**src/rtl/led_sweep_ctrl.sv**
```systemverilog
// Bouncing one-hot LED controller with RUN/PAUSE/SWEEP/CLEAR command interface.
// Optional 16-bit saturating step counter when LED_SWEEP_CTRL_STEP_CNT_EN is defined.
module led_sweep_ctrl #(
  parameter int WIDTH   = 8,
  parameter int CLK_DIV = 25000000
) (
  input  logic             inclk,
  input  logic             reset,
  input  logic             cmd_valid,
  input  logic [1:0]       cmd_op,
  output logic             cmd_ready,
  output logic [WIDTH-1:0] led,
  output logic             direction,
  output logic             step_en,
  output logic             busy
`ifdef LED_SWEEP_CTRL_STEP_CNT_EN
  ,
  output logic [15:0]      step_count
`endif
);

  typedef enum logic [1:0] {
    ST_IDLE  = 2'd0,
    ST_RUN   = 2'd1,
    ST_PAUSE = 2'd2,
    ST_SWEEP = 2'd3
  } state_t;

  localparam logic [1:0] OP_RUN   = 2'b00;
  localparam logic [1:0] OP_PAUSE = 2'b01;
  localparam logic [1:0] OP_SWEEP = 2'b10;
  localparam logic [1:0] OP_CLEAR = 2'b11;

  localparam int PW          = $clog2(CLK_DIV);
  localparam int SWEEP_STEPS = 2 * (WIDTH - 1);
  localparam int CW          = $clog2(SWEEP_STEPS + 1);

  localparam logic [PW-1:0]    PRE_LAST  = PW'(CLK_DIV - 1);
  localparam logic [CW-1:0]    SWEEP_END = CW'(SWEEP_STEPS);
  localparam logic [WIDTH-1:0] LED_INIT  = {1'b1, {(WIDTH-1){1'b0}}};

  // Bounce at the ends first, then shift; returns {direction, led}.
  function automatic logic [WIDTH:0] step_led(input logic [WIDTH-1:0] l, input logic d);
    logic nd;
    nd = d;
    if ((l[WIDTH-1] && !d) || (l[0] && d)) nd = !d;
    return nd ? {1'b1, l >> 1} : {1'b0, l << 1};
  endfunction

`ifdef LED_SWEEP_CTRL_STEP_CNT_EN
  function automatic logic [15:0] sat_inc(input logic [15:0] c);
    return (c == 16'hFFFF) ? c : c + 16'd1;
  endfunction

  logic [15:0] cnt_q, cnt_d;
`endif

  state_t           state_q, state_d;
  logic [WIDTH-1:0] led_q, led_d;
  logic             dir_q, dir_d;
  logic [PW-1:0]    pre_q, pre_d;
  logic [CW-1:0]    swcnt_q, swcnt_d;
  logic             step_q, step_d;
  logic [WIDTH-1:0] sv_led_q, sv_led_d;
  logic             sv_dir_q, sv_dir_d;
  logic             cmd_acc;
  logic             active;

  assign cmd_ready = (state_q != ST_SWEEP);
  assign busy      = (state_q == ST_RUN) || (state_q == ST_SWEEP);
  assign led       = led_q;
  assign direction = dir_q;
  assign step_en   = step_q;
  assign cmd_acc   = cmd_valid && cmd_ready;
  assign active    = busy;
`ifdef LED_SWEEP_CTRL_STEP_CNT_EN
  assign step_count = cnt_q;
`endif

  always_comb begin
    state_d  = state_q;
    led_d    = led_q;
    dir_d    = dir_q;
    pre_d    = pre_q;
    swcnt_d  = swcnt_q;
    step_d   = 1'b0;
    sv_led_d = sv_led_q;
    sv_dir_d = sv_dir_q;
`ifdef LED_SWEEP_CTRL_STEP_CNT_EN
    cnt_d    = cnt_q;
`endif
    // An accepted command freezes the prescaler and suppresses any step that cycle.
    if (cmd_acc) begin
      case (cmd_op)
        OP_RUN:   state_d = ST_RUN;
        OP_PAUSE: state_d = ST_PAUSE;
        OP_SWEEP: begin
          state_d  = ST_SWEEP;
          pre_d    = '0;
          swcnt_d  = '0;
          sv_led_d = led_q;
          sv_dir_d = dir_q;
        end
        default: begin
          state_d = ST_IDLE;
          led_d   = LED_INIT;
          dir_d   = 1'b0;
          pre_d   = '0;
`ifdef LED_SWEEP_CTRL_STEP_CNT_EN
          cnt_d   = '0;
`endif
        end
      endcase
    end else if (state_q == ST_SWEEP && swcnt_q == SWEEP_END) begin
      state_d = ST_PAUSE;
      led_d   = sv_led_q;
      dir_d   = sv_dir_q;
    end else if (active) begin
      if (pre_q == PRE_LAST) begin
        pre_d          = '0;
        step_d         = 1'b1;
        {dir_d, led_d} = step_led(led_q, dir_q);
        if (state_q == ST_SWEEP) swcnt_d = swcnt_q + 1'b1;
`ifdef LED_SWEEP_CTRL_STEP_CNT_EN
        cnt_d          = sat_inc(cnt_q);
`endif
      end else begin
        pre_d = pre_q + 1'b1;
      end
    end
  end

  always_ff @(posedge inclk) begin
    if (reset) begin
      state_q <= ST_IDLE;
      led_q   <= LED_INIT;
      dir_q   <= 1'b0;
      pre_q   <= '0;
      swcnt_q <= '0;
      step_q  <= 1'b0;
`ifdef LED_SWEEP_CTRL_STEP_CNT_EN
      cnt_q   <= '0;
`endif
    end else begin
      state_q <= state_d;
      led_q   <= led_d;
      dir_q   <= dir_d;
      pre_q   <= pre_d;
      swcnt_q <= swcnt_d;
      step_q  <= step_d;
`ifdef LED_SWEEP_CTRL_STEP_CNT_EN
      cnt_q   <= cnt_d;
`endif
    end
  end

  // Sweep-start snapshot is only read after being loaded, so it needs no reset.
  always_ff @(posedge inclk) begin
    sv_led_q <= sv_led_d;
    sv_dir_q <= sv_dir_d;
  end

endmodule

```
**config.mk**
```make
export PLATFORM = sky130hd
export DESIGN_NAME = led_sweep_ctrl
export DESIGN_NICKNAME = d
export VERILOG_FILES = /design/src/rtl/led_sweep_ctrl.sv
export SDC_FILE = /design/constraint.sdc
export NUM_CORES = 1
export LEC_CHECK = 0
export ABC_AREA = 1
export ABC_CLOCK_PERIOD_IN_PS = 1900
export BUFFER_PORTS_ARGS = -buffer_cell sky130_fd_sc_hd__buf_4
export CORE_MARGIN = 1
export CORE_UTILIZATION = 30
export CTS_CLUSTER_DIAMETER = 100
export DETAILED_ROUTE_END_ITERATION = 10
export PLACE_DENSITY = 0.53
export SKIP_LAST_GASP = 1
export SLEW_MARGIN = 20
export SYNTH_ARGS = -nofsm -noshare
export SYNTH_HDL_FRONTEND = slang
export SYNTH_SLANG_ARGS = --single-unit
```
**constraint.sdc**
```tcl
create_clock -name inclk -period 1.9 [get_ports inclk]
set_input_delay 0.285 -clock inclk [delete_from_list [all_inputs] [get_ports inclk]]
set_output_delay 0.285 -clock inclk [all_outputs]
set_load 0.03 [all_outputs]
```
## After elaboration in Yosys (flattened, before gate mapping)

Index checks and enable logic that the tools add are counted.

- Register bits after elaboration: 50
- Bits in latches: 0
- Bits in writable memories: 0
- ROM bits: 0
- Bits of input ports: 5
- Output and inout bits: 12
- Memories: 0

- Add/subtract/negate cells: 2
- Multiply operators: 0
- Divide/modulo/power cells: 0
- Magnitude comparators: 0
- Equality and inequality tests: 11
- Shift operators: 0
- Multiplexer cells: 31
- Bitwise operators: 1
- Reduce and logical (&&, ||, !) cells: 21

Operator list:

| cell | count |
|---|---|
| $mux 25 | 5 |
| $mux 8 | 5 |
| $add 25x1->25 const B | 1 |
| $eq 25x25->1 const B | 1 |
| $mux 4 | 6 |
| $mux 1 | 11 |
| $mux 9 | 1 |
| $ne 2x2->1 const B | 4 |
| $reduce_bool 2->1 | 4 |
| $pmux 2 s3 | 1 |
| $reduce_and 3->1 | 2 |
| $reduce_bool 3->1 | 2 |
| $reduce_and 5->1 | 1 |
| $add 4x1->4 const B | 1 |
| $eq 2x1->1 const B | 2 |
| $eq 2x2->1 const B | 2 |
| $eq 4x4->1 const B | 1 |
| $logic_and 1x1->1 | 4 |
| $mux 2 | 2 |
| $reduce_or 4->1 | 1 |
| $reduce_or 3->1 | 1 |
| $logic_not 2->1 | 1 |
| $logic_or 1x1->1 | 2 |
| $ne 2x1->1 const B | 1 |
| 4 further kinds | 4 |

## Depth between registers and ports, before layout

Gate-level depths: netlist (run 1).

- Word-level depth: 13
- Depth in mapped cells: 11
- Mapped depth without buffers: 11

## Worst setup path before layout (run 1)

OpenSTA, ideal clock, no wires.

- Path kind: reg-to-reg
- Start: register pre_q[0]
- End: register dir_q, in the netlist direction
- Setup time: 128 ps
- Data arrival time: 1435 ps
- Data required time: 1772 ps
- Slack: 337 ps
- Stages on the path, launching flop included: 12
- Cells stage by stage: dfxtp_1 ha_1 nand2_2 nor2_4 nand3_2 nor2_4 nand2_4 nand2_4 buf_6 nand3_1 nand2_1 nor2_1

- Longest elaborated chain between the ends: 3

RTL lines:

| what | line | text |
|---|---|---|
| from (decl) | 61 | `logic [PW-1:0] pre_q, pre_d;` |
| from (signal assigned) | 148 | `pre_q <= pre_d;` |
| $eq 25x25->1 | 119 | `if (pre_q == PRE_LAST) begin` |
| $reduce_bool 3->1 (no line) | n/a |  |
| $reduce_and 3->1 (no line) | n/a |  |
| to (signal assigned) | 147 | `dir_q <= dir_d;` |
| to (decl) | 60 | `logic dir_q, dir_d;` |

No other way between the ends.
A chain may end at the register's enable or synchronous reset.

## Worst setup path after layout (run 1)

- Start: register swcnt_q[0]
- End: register pre_q[7]

- Longest elaborated chain between the ends: 4

RTL lines:

| what | line | text |
|---|---|---|
| from (decl) | 62 | `logic [CW-1:0] swcnt_q, swcnt_d;` |
| from (signal assigned) | 149 | `swcnt_q <= swcnt_d;` |
| $eq 4x4->1 | 114 | `end else if (state_q == ST_SWEEP && swcnt_q == SWEEP_END) begin` |
| $logic_and 1x1->1 | 114 |  |
| $ne 2x2->1 (no line) | n/a |  |
| $reduce_and 3->1 (no line) | n/a |  |

No other way between the ends.

==> impl_metrics.yaml, run 1 <==
die:
  fp.dieH_um: 104
  io_pins: 17
  start_util: 0.314
  die-area_um2: 10800
  coreArea_um2: 9910
  rows: 36
  die_x_um: 104
critical_path:
  crit_type: "flip-flop to flip-flop"
  cp.arrival_ns: 1.98
  critPathCaptureType: "flip-flop"
  worstPathRequired_ns: 2.11
  cpMostUsedCell: "nor2_4"
  cp_num_buf_inv: 3
  crit_path_start_kind: "flip-flop"
  crit_path_cell_trace: "inv_1 -> ha_1 -> nand3_2 -> nor2_4 -> inv_2 -> nand2_4 -> nor2_4 -> buf_4 -> nand2_1 -> nor2_1 -> nor3_1"
  cp_slowest_cell: "dfxtp_1"
  max_stage_delay_ns: 0.39
  cp_top_family: "simple AND/OR/NAND/NOR gates"
  path_max_fanout: 5
route:
  dr.pass1.iters: 5
  wl_per_cell_um: 13.0
  drc: 0
  routed_wl_um: 7940
  vias_per_cell: 4.74
  vias: 2903
  first_iter_violations: 212
  postRouteAntennaNets: 0
sta:
  worst_pin_slew_ns: 0.398
  finalCritPeriodShare: 0.932
  setup_violations: 0
  finalClockSkew_ns: 0.00711
  rsz0062_at_grt: "no"
  finalCriticalPeriod_ns: 1.77
  final-max-slew-violation-count: 0
  finalHoldViolCount: 0
  max_freq_mhz: 565
  fin_setup_tns_ns: 0
  max_slew_margin: 0.734
yosys:
  synth_edf_count: 9
  yosysTopAreaCell: "dfxtp_1"
  post_synth_num_cell_types: 37
  synthTopCellsByArea: "dfxtp_1 (26%), nand2_1 (14%), edfxtp_1 (8.7%)"
  async_flop_share: 0
  synthFlopType: "dfxtp_1"
  synthCells: 452
  seq_area_frac_synth: 0.350
  synth_warnings: 0
  synth_nets: 464
  syn_area_per_cell_um2: 6.89
  yosys.area.top_type_share: 0.263
  synth_seq_cells: 50
  syn_area_um2: 3120
finish:
  fin_nets: 491
  layout-drive-gt1-share: 0.165
  diodes: 0
  syn_to_final_growth_pct: 14.9
  fill_cells: 1097
  finalInstanceArea_um2: 3580
  final_common_cell: "nand2_1"
  layout_common_cells: "nand2_1 (120), nor2_1 (64), nand3_1 (50), inv_1 (45), dfxtp_1 (40)"
global_route:
  overflow: 0
  grt_pass1_wl_um: 13200
  grt_pass1_vias: 2739
  grt.total_usage: 0.151
  antenna_found_initial: 0
  grt_start_max_net_pins: 19
clock_network:
  cts.clk_slew.worst_paths_ns: 0.10
  htree_levels: 2
  cts_tree: "done"
  cts_buffers: 5
  clock_sinks: 50
  worstSkewPairLatency_ns: 0.32
  cts_buffer_depth: 2
  ctsRootBufferMaster: "clkbuf_8"
place:
  gp_congestion: 0.821
  dp_hpwl_um: 5760
  io_buffers: 16
  place_area_um2: 3370
hold_path:
  hold_path.class: "primary input to flip-flop"
status:
  status: "finished clean"
power_and_ir_drop:
  power_density_nw_per_um2: 638
  p_leak_nw: 1.45
  vdd_ir_drop_max_mv: 0.410
job:
  maxCapViolations: 0
==> registers in the layout (all words and copies together), names as in the netlist <==
| register | flops |
|---|---|
| state_q | 2 |
| direction | 1 |
| sv_led_q | 8 |
| sv_dir_q | 1 |
| pre_q | 25 |
| step_en | 1 |
| led | 8 |
| swcnt_q | 4 |
==> area by class of cell <==
cell class              count  area, um2  share of cell area
clock buffers               5       68.8              0.0192
clock inverters             3       47.5              0.0133
inverters                  56        210              0.0587
multi-input cells         336       1770               0.494
flip-flops and latches     50       1090               0.305
well taps                 133        166              0.0465
repair buffers             30        225              0.0629
==> cell families (layout without fill, tap and decap cells) <==
kind of cell             after synthesis  in the layout  share of synthesized area
adder cells (fa/ha/maj)                7              7                     0.0281
AND/OR/NAND/NOR                      281            282                      0.437
flip-flops                            50             50                      0.350
AO/OA/AOI/OAI                         41             41                     0.0739
XOR/XNOR                               6              6                     0.0169
buffers and inverters                 67             94                     0.0936
==> path summary, 6_finish.rpt <==
check        cells past startpoint               startpoint  slack, ns                 endpoint
max reg2reg                     11  swcnt_q[0]$_SDFFE_PP0P_       0.13    pre_q[7]$_SDFFE_PP0P_
max                             11  swcnt_q[0]$_SDFFE_PP0P_       0.13    pre_q[7]$_SDFFE_PP0P_
min                              3                cmd_valid       0.28  state_q[1]$_SDFFE_PP0P_
min reg2reg                      2   pre_q[19]$_SDFFE_PP0P_       0.50   pre_q[19]$_SDFFE_PP0P_
==> metal layers <==
layer  global-route usage  routed length [um]  up-vias
met4               0.0500                 126        0
met5                    0                   0        -
met3               0.0194                 304       11
met2                0.253                3680       60
met1                0.201                3830     1328
li1                     -                   -     1504
==> worst register-to-register path, delay by kind of cell, from the launching register on <==
family                   cells  cell delay [ns]
flip-flops                   1             0.39
buffers and inverters        3             0.36
adder cells (fa/ha/maj)      1             0.20
AND/OR/NAND/NOR              7             0.73
==> where the power goes <==
part	internal [W]	switching (W)	leakage, nW
logic	0.000122	0.000219	0.971
clock network	0.000403	0.000412	0.0591
registers	0.00110	0.0000246	0.416
==> synth_stat cells, types with 6 or more instances <==
cell type and instances:
nand2_4 6, o21ai_0 6, nand4_1 9, dfxtp_1 41, nand3_1 50, edfxtp_1 9, nor2_1 64, ha_1 7
nor2_4 6, a21oi_1 26, inv_1 45, inv_2 8, nand2_1 120
==> through the flow <==
step           setup slack [ns]   util  hold slack [ns]  cells  total power, W
2_1_floorplan             0.337      -            0.452    452         0.00138
3_3_place_gp             0.0128  0.340            0.472    597         0.00146
3_5_place_dp             0.0257  0.340            0.475    597         0.00146
4_1_cts                 0.00666  0.352            0.268    605         0.00228
5_1_grt                0.000735  0.361            0.285    613         0.00238
6_report                  0.130  0.361            0.280    613         0.00228
==> timing repair <==
action                     CTS  global route
setup buffers                0             7
hold buffers                 0             0
gates resized for setup      0             5
setup endpoints to repair    0            28
Note: power is estimated with default switching activity, not from simulation.
==> inputs of run 2 (changes only) <==
--- a/config.mk
+++ b/config.mk
@@ -5,7 +5,6 @@
 export SDC_FILE = /design/constraint.sdc
 export NUM_CORES = 1
 export LEC_CHECK = 0
-export ABC_AREA = 1
 export ABC_CLOCK_PERIOD_IN_PS = 1900
 export BUFFER_PORTS_ARGS = -buffer_cell sky130_fd_sc_hd__buf_4
 export CORE_MARGIN = 1
@@ -13,6 +12,7 @@
 export CTS_CLUSTER_DIAMETER = 100
 export DETAILED_ROUTE_END_ITERATION = 10
 export PLACE_DENSITY = 0.53
+export SKIP_CTS_REPAIR_TIMING = 1
 export SKIP_LAST_GASP = 1
 export SLEW_MARGIN = 20
 export SYNTH_ARGS = -nofsm -noshare
==> run 2 against run 1 <==
  * The flow now finishes with violations (setup timing)
  * Synthesized cell count fell by 23%
  * Area after synthesis fell by 5.3%
  * Clock skew rose by 0.0034 ns
  * Sequential cell count did not move
  * Via count rose by 6.0%
  * Combinational power fell by 9.4%
  * First-iteration DRC count fell by 48%
  * Core utilization rose by 7.3 points
  * Total power fell by 6.8%
  * Hold slack got worse by 0.047 ns
  * Highest routed layer unchanged
==> impl_metrics.yaml, run 2 <==
status:
  status: "finished, violations left"
  violations: "setup timing"
power_and_ir_drop:
  power.share.clock: 0.333
  p_sw_frac: 0.295
  comb_power_share: 0.145
  vdd_ir_drop_max_mv: 0.253
  p_int_w: 0.00150
  switchingPower_w: 0.000627
  p_seq_frac: 0.522
  p_leak_nw: 1.57
  power_density_nw_per_um2: 523
die:
  die-area_um2: 10200
  start_util: 0.315
  fp.dieH_um: 101
  coreArea_um2: 9370
  die_x_um: 101
  rows: 35
  io_pins: 17
yosys:
  post_synth_num_cell_types: 63
  synth_nets: 359
  yosysTopAreaCell: "dfxtp_1"
  synthFlopType: "dfxtp_1"
  seq_area_frac_synth: 0.370
  yosys.area.top_type_share: 0.278
  synth_seq_cells: 50
  synthTopCellsByArea: "dfxtp_1 (28%), edfxtp_1 (9.2%), nand4_1 (5.3%)"
  synth_edf_count: 9
  synthCells: 347
  syn_area_um2: 2950
  synth_warnings: 0
  yosys.cell_count.top_type: "dfxtp_1"
  syn_area_per_cell_um2: 8.50
  async_flop_share: 0
  synth_common_cells: "dfxtp_1 (41), nand2_1 (38), nand4_1 (25)"
clock_network:
  cts_tree: "done"
  ctsRootBufferMaster: "clkbuf_8"
  htree_levels: 2
  cts_buffers: 5
  clock_sinks: 50
  worstSkewPairLatency_ns: 0.32
  cts_buffer_depth: 2
  cts.clk_slew.worst_paths_ns: 0.11
place:
  gp_congestion: 0.845
  pre_cts_ws_ns: -0.140
  dp_hpwl_um: 6340
  io_buffers: 16
critical_path:
  cp-startpoint: "pre_q[8]$_SDFFE_PP0P_"
  worstPathRequired_ns: 2.16
  crit_type: "flip-flop to flip-flop"
  crit_path_start_kind: "flip-flop"
  cp.arrival_ns: 2.27
  critPathCaptureType: "flip-flop"
  path_max_fanout: 4
  rrSetupSlack_ns: -0.11
  r2r-start: "pre_q[8]$_SDFFE_PP0P_"
finish:
  layout-drive-gt1-share: 0.374
  syn_to_final_growth_pct: 38.0
  fin_nets: 450
  final_common_cell: "buf_4"
  diodes: 0
  layout_common_cells: "buf_4 (99), nand2_1 (36), dfxtp_1 (36), nand4_1 (25), nand3_1 (20)"
  largest_register_ffs: 25
  fill_cells: 933
  regMostFlops: "pre_q"
sta:
  rsz0062_at_grt: "yes"
  finalCritPeriodShare: 1.06
  fin_setup_tns_ns: -0.866
  finalClockSkew_ns: 0.0105
  max_slew_margin: 0.612
  setup_violations: 17
  finalCriticalPeriod_ns: 2.01
  worst_pin_slew_ns: 0.568
  final-max-slew-violation-count: 0
  finalHoldViolCount: 0
  final.setup.worst_slack_ns: -0.108
  max_freq_mhz: 498
route:
  first_iter_violations: 110
  vias: 3076
  dr.pass1.iters: 5
  wl_per_cell_um: 15.5
  vias_per_cell: 5.42
  drc: 0
  routed_wl_um: 8820
  postRouteAntennaNets: 0
global_route:
  grt_start_max_net_pins: 24
  grt_pass1_vias: 2898
  overflow: 0
  grt.total_usage: 0.178
  antenna_found_initial: 0
  grt_pass1_wl_um: 14400
hold_path:
  hold_path.class: "primary input to flip-flop"
  hp-start: "cmd_valid"
job:
  maxCapViolations: 0
-- run 2: final cells by class --
cell class | instances | area, um2 | share of cell area
clock buffer | 5 | 68.8 | 0.0169
sequential | 50 | 1100 | 0.270
inverter | 14 | 55.1 | 0.0135
timing repair buffer | 106 | 848 | 0.208
multi-input combinational | 261 | 1810 | 0.445
tap | 129 | 161 | 0.0397
clock inverter | 3 | 28.8 | 0.00707
-- run 2: kinds of logic after synthesis --
family | count (synthesis) | share of synthesized area
AO/OA/AOI/OAI | 74 | 0.181
adder cells (fa/ha/maj) | 7 | 0.0297
buffers and inverters | 36 | 0.0658
flip-flops | 50 | 0.370
multiplexers | 5 | 0.0182
AND/OR/NAND/NOR | 175 | 0.336
-- run 2: per-layer routing --
metal  part of all wire  up-vias  GRT usage  routed length (um)
li1                   -     1518          -                   -
met1               0.47     1490      0.240                4170
met2               0.48       58      0.302                4230
met3              0.028       10     0.0214                 243
met4              0.020        0     0.0491                 175
met5                  0        -          0                   0
-- run 2: metrics by stage --
| stage | hold slack, ns | instances | area (um2) | power, W | utilization |
|---|---|---|---|---|---|
| 2_1_floorplan | 0.425 | 347 | 2990 | 0.00130 | - |
| 3_3_place_gp | 0.474 | 555 | 3790 | 0.00143 | 0.404 |
| 3_5_place_dp | 0.489 | 555 | 3790 | 0.00143 | 0.404 |
| 4_1_cts | 0.230 | 563 | 3890 | 0.00213 | 0.415 |
| 5_1_grt | 0.254 | 568 | 4070 | 0.00222 | 0.434 |
| 6_report | 0.232 | 568 | 4070 | 0.00213 | 0.434 |
-- run 2: final timing paths --
kind / to / cells past startpoint
max reg2reg: swcnt_q[0]$_SDFFE_PP0P_ / 8
min reg2reg: swcnt_q[3]$_SDFFE_PP0P_ / 1
max: swcnt_q[0]$_SDFFE_PP0P_ / 8
min: state_q[1]$_SDFFE_PP0P_ / 3
-- run 2: worst max-delay path, cell delays in order (launching register included) --
cell	delay [ns]
dfxtp_2	0.34
or4b_4	0.55
nor4_4	0.21
buf_4	0.19
buf_6	0.11
nand4_1	0.14
buf_4	0.18
nand2b_4	0.13
a21oi_2	0.11
-- run 2: power by group through the flow --
stage,Clock [W],Sequential [W],Combinational (W)
floorplan,0,0.00115,0.000154
global placement,0,0.00113,0.000294
detailed placement,0,0.00114,0.000297
CTS,0.000718,0.00111,0.000298
global route,0.000771,0.00111,0.000335
finish,0.000709,0.00111,0.000309
==> inputs of run 3 (changes only) <==
--- a/config.mk
+++ b/config.mk
@@ -18,3 +18,4 @@
 export SYNTH_ARGS = -nofsm -noshare
 export SYNTH_HDL_FRONTEND = slang
 export SYNTH_SLANG_ARGS = --single-unit
+export TNS_END_PERCENT = 30
==> run 3 against run 2 <==
  * The flow still finishes with violations (setup timing)
  * Largest power group unchanged
  * Clock power grew 0.7%
  * Highest routed layer unchanged
  * Hold slack about the same
  * Fmax down 0.23%
  * Setup slack lost 0.0046 ns
==> impl_metrics.yaml, run 3 (same netlist as run 2, synthesis figures left out) <==
power_and_ir_drop:
  p_leak_nw: 1.57
  vdd_ir_drop_max_mv: 0.253
  power_density_nw_per_um2: 527
status:
  status: "finished, violations left"
  violations: "setup timing"
critical_path:
  cp_top_family: "simple AND/OR/NAND/NOR gates"
  cp.arrival_ns: 2.28
  worstPathRequired_ns: 2.16
  max_stage_delay_ns: 0.55
  crit_path_start_kind: "flip-flop"
  cpMostUsedCell: "buf_4"
  cp_num_buf_inv: 3
  critPathCaptureType: "flip-flop"
  path_max_fanout: 4
  crit_type: "flip-flop to flip-flop"
  crit_path_cell_trace: "or4b_4 -> nor4_4 -> buf_4 -> buf_6 -> nand4_1 -> buf_4 -> nand2b_4 -> a21oi_2"
  cp_slowest_cell: "or4b_4"
sta:
  finalClockSkew_ns: 0.0112
  worst_pin_slew_ns: 0.576
  max_freq_mhz: 497
  rsz0062_at_grt: "yes"
  setup_violations: 23
  finalCriticalPeriod_ns: 2.01
  fin_setup_tns_ns: -0.996
  final-max-slew-violation-count: 0
  max_slew_margin: 0.606
  finalHoldViolCount: 0
  finalCritPeriodShare: 1.06
  final.setup.worst_slack_ns: -0.113
finish:
  syn_to_final_growth_pct: 37.3
  layout_common_cells: "buf_4 (99), nand2_1 (36), dfxtp_1 (36), nand4_1 (25), nand3_1 (20)"
  finalInstanceArea_um2: 4050
  diodes: 0
  fin_nets: 449
  regMostFlops: "pre_q"
  final_common_cell: "buf_4"
  largest_register_ffs: 25
  layout-drive-gt1-share: 0.368
clock_network:
  htree_levels: 2
  ctsRootBufferMaster: "clkbuf_8"
  cts.clk_slew.worst_paths_ns: 0.11
  worstSkewPairLatency_ns: 0.32
  cts_tree: "done"
  clock_sinks: 50
  cts_buffers: 5
  cts_buffer_depth: 2
place:
  dp_hpwl_um: 6340
  pre_cts_ws_ns: -0.140
  gp_congestion: 0.845
  io_buffers: 16
  place_area_um2: 3790
job:
  maxCapViolations: 0
route:
  postRouteAntennaNets: 0
  vias: 3053
  drc: 0
  routed_wl_um: 8750
  wl_per_cell_um: 15.4
  first_iter_violations: 119
  vias_per_cell: 5.38
  dr.pass1.iters: 4
hold_path:
  hold_path.class: "primary input to flip-flop"
die:
  die_x_um: 101
  fp.dieH_um: 101
  die-area_um2: 10200
  coreArea_um2: 9370
  io_pins: 17
  start_util: 0.315
  rows: 35
global_route:
  grt_start_max_net_pins: 24
  antenna_found_initial: 0
  grt_pass1_wl_um: 14400
  overflow: 0
  grt_pass1_vias: 2898
  grt.total_usage: 0.178
## run 3: cell count changes in the layout (fill, tap and decap cells not counted), sizes merged
cell / previous run / this run
buf: 106 / 105
## run 3: cell type report
type	count	area, um2
Multi-Input combinational cell	261	1800
Clock buffer	5	68.8
Clock inverter	3	28.8
Inverter	14	55.1
Sequential cell	50	1100
Timing Repair Buffer	105	837
Tap cell	129	161
Fill cell	937	5320
## run 3: final timing paths
check	from	endpoint	slack, ns	cells after the start
setup / recovery	pre_q[8]$_SDFFE_PP0P_	swcnt_q[0]$_SDFFE_PP0P_	-0.11	8
hold / removal	cmd_valid	state_q[1]$_SDFFE_PP0P_	0.23	3
setup reg to reg	pre_q[8]$_SDFFE_PP0P_	swcnt_q[0]$_SDFFE_PP0P_	-0.11	8
hold reg to reg	swcnt_q[3]$_SDFFE_PP0P_	swcnt_q[3]$_SDFFE_PP0P_	0.50	1
## run 3: stage by stage
stage	instances	util	hold WS [ns]	power [W]
3_3_place_gp	555	0.404	0.474	0.00143
6_report	567	0.432	0.232	0.00213
5_1_grt	567	0.432	0.254	0.00222
2_1_floorplan	347	-	0.425	0.00130
3_5_place_dp	555	0.404	0.489	0.00143
4_1_cts	563	0.415	0.230	0.00213
## run 3: worst register-to-register path: cells and delay by family (launching register included)
kind            cells  cell delay, ns
simple gates        4            1.03
buf+inv             3            0.48
flops               1            0.34
compound gates      1            0.11
## run 3: where the power goes
| group | internal (W) | leakage (nW) | switching (W) |
|---|---|---|---|
| clock | 0.000277 | 0.0506 | 0.000437 |
| combinational | 0.000129 | 1.10 | 0.000179 |
| sequential | 0.00110 | 0.417 | 0.0000148 |
## run 3: layer usage
layer  track usage  vias up  share of wire
li1              -     1519              -
met1         0.240     1477           0.48
met2         0.302       49           0.48
met3        0.0214        8          0.027
met4        0.0491        0          0.019
met5             0        -              0
